## config.mk

```make
export PLATFORM = sky130hd
export DESIGN_NAME = spi_slave
export DESIGN_NICKNAME = d
export VERILOG_FILES = /design/src/rtl/spi_pkg.sv /design/src/rtl/spi_sync.sv /design/src/rtl/spi_slave.sv
export SDC_FILE = /design/constraint.sdc
export NUM_CORES = 1
export LEC_CHECK = 0
export BUFFER_PORTS_ARGS = -buffer_cell sky130_fd_sc_hd__buf_2
export CAP_MARGIN = 20
export CORE_ASPECT_RATIO = 0.9
export CORE_MARGIN = 1.5
export CORE_UTILIZATION = 50
export CTS_BUF_LIST = sky130_fd_sc_hd__clkbuf_16
export DETAILED_ROUTE_END_ITERATION = 6
export PLACE_DENSITY = 0.72
export SETUP_SLACK_MARGIN = 0.02
export SYNTH_ARGS = -nofsm -noshare
export SYNTH_HDL_FRONTEND = slang
export SYNTH_SLANG_ARGS = --single-unit
```

## constraint.sdc

```tcl
create_clock -name i_clk_p -period 2.2 [get_ports i_clk_p]
set_clock_uncertainty 0.05 [all_clocks]
set_input_delay 0.44 -clock i_clk_p [delete_from_list [all_inputs] [get_ports i_clk_p]]
set_output_delay 0.44 -clock i_clk_p [all_outputs]
set_load 0.02 [all_outputs]
```

## src/rtl/spi_pkg.sv

```systemverilog
`default_nettype none
// ============================================================================
// Module      : spi_pkg
// Description : Shared types, mode defaults and sizing helper for the SPI
//               slave endpoint.
// Revision    : 1.0 - initial release
// ============================================================================
package spi_pkg;

    // Frame controller states
    typedef enum logic [1:0] {
        IDLE  = 2'd0,
        SHIFT = 2'd1,
        HOLD  = 2'd2
    } state_t;

    // Default SPI mode (mode 0) and frame length
    localparam logic        c_cpol_default = 1'b0;
    localparam logic        c_cpha_default = 1'b0;
    localparam int unsigned c_n_default    = 20;

    // Bit counter width for an n-bit frame (at least one bit)
    function automatic int cnt_width(input int n);
        return (n > 2) ? $clog2(n) : 1;
    endfunction

endpackage
`default_nettype wire

```

## src/rtl/spi_sync.sv

```systemverilog
`default_nettype none
// ============================================================================
// Module      : spi_sync
// Description : Two-flop synchronizer for one asynchronous pad input with a
//               configurable reset (idle) level.
// Revision    : 1.0 - initial release
// ============================================================================
module spi_sync #(
    parameter logic RESET_VAL = 1'b0
) (
    input  logic i_clk_p,
    input  logic i_rst_n,
    input  logic i_d,
    output logic o_q
);

    logic meta_q;
    logic sync_q;

    // Two-stage metastability filter, reset to the line's idle level
    always_ff @(posedge i_clk_p or negedge i_rst_n) begin
        if (!i_rst_n) begin
            meta_q <= RESET_VAL;
            sync_q <= RESET_VAL;
        end else begin
            meta_q <= i_d;
            sync_q <= meta_q;
        end
    end

    assign o_q = sync_q;

endmodule
`default_nettype wire

```

## src/rtl/spi_slave.sv

```systemverilog
`default_nettype none
// ============================================================================
// Module      : spi_slave
// Description : Oversampling SPI slave. Deserialises N-bit LSB-first MOSI
//               frames and serialises a preloaded word onto MISO.
//               Optional macro SPI_SLAVE_FRAME_ERR_EN adds o_frame_err.
// Revision    : 1.0 - initial release
// ============================================================================
module spi_slave
    import spi_pkg::*;
#(
    parameter int   N    = c_n_default,
    parameter logic CPOL = c_cpol_default,
    parameter logic CPHA = c_cpha_default
) (
    input  logic         i_clk_p,
    input  logic         i_rst_n,
    input  logic         i_sclk,
    input  logic         i_cs_n,
    input  logic         i_mosi,
    output logic         o_miso,
    output logic         o_miso_oe,
    input  logic [N-1:0] i_tx_data,
    input  logic         i_tx_valid,
    output logic         o_tx_ready,
    output logic [N-1:0] o_rx_data,
    output logic         o_rx_valid,
    output logic         o_tx_underrun,
    output logic         o_busy
`ifdef SPI_SLAVE_FRAME_ERR_EN
    ,
    output logic         o_frame_err
`endif
);

    localparam int             c_cw   = cnt_width(N);
    localparam logic [c_cw-1:0] c_last = c_cw'(N - 1);

    // Synchronised pad inputs
    logic sclk_s;
    logic cs_n_s;
    logic mosi_s;

    spi_sync #(.RESET_VAL(CPOL)) u_sync_sclk (
        .i_clk_p (i_clk_p),
        .i_rst_n (i_rst_n),
        .i_d     (i_sclk),
        .o_q     (sclk_s)
    );

    spi_sync #(.RESET_VAL(1'b1)) u_sync_cs_n (
        .i_clk_p (i_clk_p),
        .i_rst_n (i_rst_n),
        .i_d     (i_cs_n),
        .o_q     (cs_n_s)
    );

    spi_sync #(.RESET_VAL(1'b0)) u_sync_mosi (
        .i_clk_p (i_clk_p),
        .i_rst_n (i_rst_n),
        .i_d     (i_mosi),
        .o_q     (mosi_s)
    );

    // Edge-detect history flops
    logic sclk_prev_q;
    logic cs_n_prev_q;

    // Remember last synchronised sclk / cs_n level for edge detection
    always_ff @(posedge i_clk_p or negedge i_rst_n) begin
        if (!i_rst_n) begin
            sclk_prev_q <= CPOL;
            cs_n_prev_q <= 1'b1;
        end else begin
            sclk_prev_q <= sclk_s;
            cs_n_prev_q <= cs_n_s;
        end
    end

    logic w_lead;
    logic w_trail;
    logic w_sample;
    logic w_shift;
    logic w_cs_fall;
    logic w_cs_rise;
    logic w_tx_accept;

    // Leading edge leaves the idle level, trailing edge returns to it
    assign w_lead      = (sclk_prev_q == CPOL) && (sclk_s != CPOL);
    assign w_trail     = (sclk_prev_q != CPOL) && (sclk_s == CPOL);
    assign w_sample    = CPHA ? w_trail : w_lead;
    assign w_shift     = CPHA ? w_lead  : w_trail;
    assign w_cs_fall   = cs_n_prev_q & ~cs_n_s;
    assign w_cs_rise   = ~cs_n_prev_q & cs_n_s;

    // Frame state
    state_t          state_q,     state_d;
    logic [N-1:0]    shreg_q,     shreg_d;
    logic            bit_q,       bit_d;
    logic [c_cw-1:0] cnt_q,       cnt_d;
    logic [N-1:0]    hold_q,      hold_d;
    logic            hold_full_q, hold_full_d;
    logic            miso_q,      miso_d;
    logic [N-1:0]    rx_data_q,   rx_data_d;
    logic            rx_valid_q,  rx_valid_d;
    logic            underrun_q,  underrun_d;
`ifdef SPI_SLAVE_FRAME_ERR_EN
    logic            frame_err_q, frame_err_d;
`endif

    assign w_tx_accept = i_tx_valid & ~hold_full_q;

    // Next-state logic for the frame controller and TX holding register
    always_comb begin
        state_d     = state_q;
        shreg_d     = shreg_q;
        bit_d       = bit_q;
        cnt_d       = cnt_q;
        hold_d      = hold_q;
        hold_full_d = hold_full_q;
        miso_d      = miso_q;
        rx_data_d   = rx_data_q;
        rx_valid_d  = 1'b0;
        underrun_d  = 1'b0;
`ifdef SPI_SLAVE_FRAME_ERR_EN
        frame_err_d = 1'b0;
`endif

        case (state_q)
            IDLE: begin
                miso_d = 1'b0;
                if (w_cs_fall) begin
                    cnt_d   = '0;
                    state_d = SHIFT;
                    if (hold_full_q) begin
                        shreg_d     = hold_q;
                        hold_full_d = 1'b0;
                    end else begin
                        shreg_d    = '0;
                        underrun_d = 1'b1;
                    end
                    // CPHA=0 presents bit 0 before the first sample edge;
                    // CPHA=1 waits for the first leading edge.
                    miso_d = (!CPHA && hold_full_q) ? hold_q[0] : 1'b0;
                end
            end

            SHIFT: begin
                if (w_cs_rise) begin
                    state_d = IDLE;
                    cnt_d   = '0;
                    miso_d  = 1'b0;
`ifdef SPI_SLAVE_FRAME_ERR_EN
                    frame_err_d = (cnt_q != '0);
`endif
                end else if (w_sample) begin
                    bit_d = mosi_s;
                    if (cnt_q == c_last) begin
                        // Final bit merged straight into the delivered word
                        cnt_d      = '0;
                        rx_data_d  = {mosi_s, shreg_q[N-1:1]};
                        rx_valid_d = 1'b1;
                        state_d    = HOLD;
                    end else begin
                        cnt_d = cnt_q + c_cw'(1);
                    end
                end else if (w_shift) begin
                    if (CPHA && (cnt_q == '0)) begin
                        // First leading edge in CPHA=1 only presents bit 0
                        miso_d = shreg_q[0];
                    end else begin
                        shreg_d = {bit_q, shreg_q[N-1:1]};
                        miso_d  = shreg_q[1];
                    end
                end
            end

            HOLD: begin
                if (w_cs_rise) begin
                    state_d = IDLE;
                    miso_d  = 1'b0;
                end
`ifdef SPI_SLAVE_FRAME_ERR_EN
                else if (w_lead || w_trail) begin
                    frame_err_d = 1'b1;
                end
`endif
            end

            default: begin
                state_d = IDLE;
                miso_d  = 1'b0;
            end
        endcase

        // A word offered at frame start lands in the (just emptied) holder
        if (w_tx_accept) begin
            hold_d      = i_tx_data;
            hold_full_d = 1'b1;
        end
    end

    // State and output registers
    always_ff @(posedge i_clk_p or negedge i_rst_n) begin
        if (!i_rst_n) begin
            state_q     <= IDLE;
            shreg_q     <= '0;
            bit_q       <= 1'b0;
            cnt_q       <= '0;
            hold_q      <= '0;
            hold_full_q <= 1'b0;
            miso_q      <= 1'b0;
            rx_data_q   <= '0;
            rx_valid_q  <= 1'b0;
            underrun_q  <= 1'b0;
`ifdef SPI_SLAVE_FRAME_ERR_EN
            frame_err_q <= 1'b0;
`endif
        end else begin
            state_q     <= state_d;
            shreg_q     <= shreg_d;
            bit_q       <= bit_d;
            cnt_q       <= cnt_d;
            hold_q      <= hold_d;
            hold_full_q <= hold_full_d;
            miso_q      <= miso_d;
            rx_data_q   <= rx_data_d;
            rx_valid_q  <= rx_valid_d;
            underrun_q  <= underrun_d;
`ifdef SPI_SLAVE_FRAME_ERR_EN
            frame_err_q <= frame_err_d;
`endif
        end
    end

    assign o_miso        = miso_q;
    assign o_busy        = (state_q != IDLE);
    assign o_miso_oe     = (state_q != IDLE);
    assign o_tx_ready    = ~hold_full_q;
    assign o_rx_data     = rx_data_q;
    assign o_rx_valid    = rx_valid_q;
    assign o_tx_underrun = underrun_q;
`ifdef SPI_SLAVE_FRAME_ERR_EN
    assign o_frame_err   = frame_err_q;
`endif

endmodule
`default_nettype wire

```

==> results of run 1 <==
==> registers in the layout, summed over array words and instances (netlist names), 2 cells and up <==
register and flops:
cnt_q 5, hold_q 20, o_rx_data 20, shreg_q 19, state_q 2
==> through the flow <==
step	util (%)	hold slack, ns	setup slack (ns)	instance area (sq um)	cells
finish	63.3	0.00597	0.395	3960	398
global route	63.3	0.0356	0.304	3960	398
CTS	63.3	0.0155	0.380	3960	398
detailed placement	58.7	0.288	0.431	3670	383
global placement	58.7	0.284	0.456	3670	383
floorplan	-	0.0944	0.374	3290	250
==> cell families after synthesis <==
group | after synthesis
DFF | 79
AOI/OAI and AO/OA | 50
buffers and inverters | 18
adders and majority gates | 1
and+or+nand+nor | 59
muxes | 43
==> power groups by stage <==
stage               sequential, W  clock, W  combinational (W)
floorplan                 0.00205         0           0.000618
global placement          0.00212         0           0.000768
detailed placement        0.00213         0           0.000797
CTS                       0.00212   0.00145           0.000807
global route              0.00218   0.00152           0.000889
finish                    0.00212   0.00141           0.000792
==> path summary, 6_finish.rpt <==
| check | startpoint | endpoint | slack, ns |
|---|---|---|---|
| min in group i_clk_p | i_cs_n | u_sync_cs_n.meta_q | 0.16 |
| setup reg to reg | cs_n_prev_q | cnt_q[0] | 0.42 |
| setup / recovery | state_q[0] | o_miso_oe | 0.39 |
| hold / removal | i_rst_n | shreg_q[18] | 0.006 |
| hold reg to reg | u_sync_sclk.meta_q | u_sync_sclk.o_q | 0.30 |
| max in group asynchronous | i_rst_n | u_sync_cs_n.o_q | 1.44 |
==> layer usage <==
metal  global-route usage (%)  routed length, um  vias to the layer above
li1                         -                  -                     1015
met1                     25.7               2820                     1053
met2                     32.2               3060                       52
met3                     6.41                329                        9
met4                     7.19                 69                        0
met5                        0                  0                        -
==> cell type report <==
cell class,count,area share [%]
Tap cell,87,2.75
Clock inverter,6,1.61
Inverter,5,0.474
Sequential cell,79,50.0
Multi-Input combinational cell,153,30.8
Clock buffer,9,5.69
Timing Repair Buffer,59,8.66
==> cell usage after synthesis, drive strengths merged <==
cell | count | area, sq um
nand2b | 2 | 12.5
nand2 | 7 | 28.8
dfstp | 3 | 78.8
ha | 1 | 12.5
nand4b | 1 | 8.76
nor3b | 4 | 35.0
a2bb2oi | 1 | 8.76
clkbuf | 4 | 15.0
nor3 | 2 | 10.0
and4bb | 1 | 12.5
o311ai | 1 | 8.76
nor4bb | 1 | 10.0
a221o | 1 | 10.0
a22oi | 18 | 135
or2 | 1 | 6.26
nand3 | 5 | 25.0
and2 | 1 | 6.26
a21oi | 23 | 115
and2b | 2 | 15.0
and4b | 1 | 10.0
a211o | 1 | 8.76
mux2i | 1 | 10.0
dfrtp | 76 | 1900
nor2 | 23 | 88.8
a21o | 2 | 15.0
inv | 5 | 18.8
mux2 | 42 | 544
and3 | 4 | 26.3
nor2b | 2 | 20.0
nor4 | 2 | 12.5
o31a | 1 | 8.76
buf | 9 | 62.6
o21ai | 2 | 10.0
==> impl_metrics.toml, run 1 <==
[min_path]
hp-class = "input pin to async pin"

[floorplanning]
io_pins = 52
coreArea_sq_mm = 0.00625
die_x_um = 88.5
start_util_pct = 52.7
fp.dieH_um = 80.0
fp-row-count = 27
die_area_sq_mm = 0.00708

[critical_path]
arrival_ns = 1.32
worstSetupPathType = "flop to primary output"
critical-path-slowest-cell = "dfrtp_1"
critPathCaptureType = "primary output"
cp-start-kind = "flop"
cpPeakStageDelay_ns = 0.48
required_ns = 1.71
cpLargestDelayFamily = "flip-flops"
path_cells = "or2_2 -> buf_2"
path_depth = 2
cp_max_fo = 12
worstRegToRegCells = 4
cp.buffers_inverters = 1

[pwr]
p_leak_nw = 1.97
ir_drop_mv = 0.569
swShare_pct = 27.7
powerDensity_mw_per_mm2 = 1090
internal-power_w = 0.00313
sequentialPowerShare_pct = 49.1
combPwrFrac_pct = 18.3
power_w = 0.00433
p_clk_share_pct = 32.6
p_switching_w = 0.00120

[synthesis]
synth_nets = 277
ys_types = 43
synth_compound_gate_area_share_pct = 9.73
syn-cell-area_sq_mm = 0.00329
ys_ff_latch = 79
synthAdderAreaFrac_pct = 0.380
syn_inst = 250
yosys.area_share.simple_pct = 9.96
yosysSeqAreaShare_pct = 60.2
synth_top_family_by_area = "multiplexers"
synth_mux_area_share_pct = 16.8
avgSynthCellArea_sq_um = 13.2
ys_warn_count = 0
yosys.area_share.xor_xnor_pct = 0

[cells_and_area]
n_fill_cell = 494
multiInputGateArea_sq_mm = 0.00122
final_cell_mix = "76 x dfrtp_1, 50 x buf_2, 23 x a21oi_1"
diodes = 0
area_growth_syn_to_layout_pct = 20.2
fin_nets = 334
final_common_cell = "dfrtp_1"
drive_gt1_share_pct = 40.2
final-seq-area_sq_mm = 0.00198

[placement]
io_buffers = 51
dp_hpwl_um = 4200
gp_routability_congestion = 0.935

[clocking]
clk_path_buf_depth = 2
cts_max_level = 3
cts_tree = "built"
ctsHoldBuffers = 0
root_buffer = "clkbuf_16"
ctsResizeCount = 0
cts_buffers = 9
clkLatencyLatePin_ns = 0.33
post_cts.repair.setup_buffers = 0
clk_pin_slew_worst_paths_ns = 0.06
clkSinkCount = 79

[sta]
hold_viol = 0
final-setup-viol-count = 0
worst_pin_slew_ns = 0.459
fin_tns_setup_ns = 0
report.final.slew_viol_count = 0
period_minus_slack_ns = 1.81
fmax_mhz = 554
fin_crit_sh_pct = 82.1
rsz0062_at_grt = "false"
maxSlewHeadroom_pct = 69.4

[route]
vias_per_cell = 5.35
first_iter_violations = 79
ant_nets = 0
wirelength_um = 6270
wire_per_inst_um = 15.8
dr.pass1.iters = 4
drc = 0
vias = 2129

[flow_run]
max_cap_violations = 0

[grt]
grt_max_degree = 38
antenna_found_initial = 0
grt_pass1_wl_um = 10600
grt_pass1_vias = 2177
gr-usage-all-layers_pct = 20.1
overflow = 0

[run_status]
status = "completed"
Power figures use the tool's default switching activity.
==> run 2, diff against run 1 <==
Settings changed: PLACE_DENSITY 0.72 to 0.75.
Clock period 2.2 ns to 1.5 ns, I/O delays scaled along.
==> impl_metrics.toml, run 2 (synthesis gave the netlist of run 1 again) <==
[min_path]
worstHoldPathCells = 1
hp-start = "i_cs_n"
hp-class = "input pin to flop"
min_to = "u_sync_cs_n.meta_q"

[placement]
gp_routability_congestion = 0.852
place_ws_ns = -0.176
place_inst = 401
dp_hpwl_um = 4500
io_buffers = 51

[cells_and_area]
drive_gt1_share_pct = 47.8
final-seq-area_sq_mm = 0.00198
n_fill_cell = 440
area_growth_syn_to_layout_pct = 32.3
fin_nets = 361
final_common_cell = "dfrtp_1"
final_cell_mix = "76 x dfrtp_1, 48 x buf_2, 23 x a21oi_1, 23 x buf_4"
diodes = 0
stdcell_count = 426
multiInputGateArea_sq_mm = 0.00130

[floorplanning]
coreArea_sq_mm = 0.00625
fp-row-count = 27
start_util_pct = 52.7
io_pins = 52
fp.dieH_um = 80.0
die_x_um = 88.5
die_area_sq_mm = 0.00708

[route]
dr.pass1.iters = 4
drc = 0
vias_per_cell = 5.36
ant_nets = 0
wire_per_inst_um = 16.4
wirelength_um = 6970
first_iter_violations = 170
vias = 2285

[critical_path]
cp-start-kind = "flop"
critPathCaptureType = "primary output"
r2r_slack_ns = -0.12
worstRegToRegCells = 5
reg2reg_from = "cs_n_prev_q"
worstSetupPathType = "flop to primary output"
required_ns = 1.15
reg2reg_to = "o_rx_data[16]"
arrival_ns = 1.33
cp_max_fo = 5

[sta]
hold_viol = 0
report.final.slew_viol_count = 0
fin_tns_setup_ns = -3.54
setup_slack_ns = -0.176
worst_pin_slew_ns = 0.455
period_minus_slack_ns = 1.68
final-setup-viol-count = 44
fin_hold_ws_ns = 0.0188
maxSlewHeadroom_pct = 69.6
fin_crit_sh_pct = 112
rsz0062_at_grt = "true"
fmax_mhz = 597

[clocking]
root_buffer = "clkbuf_16"
clk_pin_slew_worst_paths_ns = 0.06
clk_path_buf_depth = 2
clkLatencyLatePin_ns = 0.34
cts_buffers = 9
cts_max_level = 3
clkSinkCount = 79
cts_tree = "built"

[pwr]
combPwrFrac_pct = 20.8
swShare_pct = 27.6
powerDensity_mw_per_mm2 = 1560
ir_drop_mv = 0.909
p_switching_w = 0.00188
internal-power_w = 0.00492
p_leak_nw = 2.17
sequentialPowerShare_pct = 45.3
p_clk_share_pct = 33.9

[grt]
grt_pass1_wl_um = 11300
antenna_found_initial = 0
grt_pass1_vias = 2269
gr-usage-all-layers_pct = 21.4
overflow = 0
grt_max_degree = 39

[flow_run]
max_cap_violations = 0

[run_status]
status = "complete, but fails checks"
violations = "negative setup slack"
run 2: cell types whose count changed in the layout (fill, tap and decap cells not counted), moves of 2 or more:
cell      change
nor2_4        +2
buf_4        +16
nor2_1        -2
buf_6         +8
clkinv_4      -2
mux2_4        +2
buf_2         -2
buf_12        +3
run 2: layout make-up:
| type | instances | share of cell area, % |
|---|---|---|
| Sequential cell | 79 | 45.5 |
| Clock buffer | 9 | 5.17 |
| Tap cell | 87 | 2.50 |
| Inverter | 5 | 0.431 |
| Clock inverter | 7 | 1.98 |
| Timing Repair Buffer | 86 | 14.6 |
| Multi-Input combinational cell | 153 | 29.8 |
run 2: layer usage:
layer	share of wire [%]	GRT usage, %	vias to the layer above
met4	1.2	6.56	0
met5	0	0	-
met2	50	34.0	51
met3	3.9	6.51	9
met1	44	28.1	1156
li1	-	-	1069
run 2: power groups by stage:
stage | Combinational [W] | Clock, W | Sequential, W
after global placement | 0.00128 | 0 | 0.00308
after floorplan | 0.000926 | 0 | 0.00301
after detailed placement | 0.00133 | 0 | 0.00310
after CTS | 0.00140 | 0.00234 | 0.00308
after global routing | 0.00155 | 0.00242 | 0.00316
final | 0.00142 | 0.00230 | 0.00308
run 2: worst max-delay path, cell delays in order (launching register included):
cell and delay, ns:
dfrtp_1 0.39, buf_6 0.14, buf_6 0.11, or2_4 0.23, buf_6 0.13
run 2: timing repair:
action,in CTS,in global routing
gates resized for setup,18,5
endpoints found under the setup margin,46,47
gates cloned,0,1
pin swaps,4,3
endpoints found under the hold margin,21,0
hold buffers,1,0
setup buffers,7,1
run 2: worst max path at each step:
| stage | from | end | slack [ns] | depth (start not counted) |
|---|---|---|---|---|
| 3_5_place_dp | state_q[0] | shreg_q[16] | -0.18 | 4 |
| 2_1_floorplan | cnt_q[0] | o_rx_data[10] | -0.03 | 5 |
| 3_3_place_gp | state_q[0] | shreg_q[7] | -0.12 | 4 |
| 5_1_grt | state_q[0] | o_busy | -0.21 | 4 |
| 6_report | state_q[0] | o_busy | -0.18 | 4 |
| 4_1_cts | state_q[0] | o_busy | -0.19 | 4 |
run 2: through the flow:
stage	total power, W	area [sq um]	utilization [%]
6_report	0.00680	4360	69.7
5_1_grt	0.00713	4360	69.7
4_1_cts	0.00682	4310	68.9
3_5_place_dp	0.00443	3870	61.9
3_3_place_gp	0.00436	3870	61.9
2_1_floorplan	0.00393	3340	-
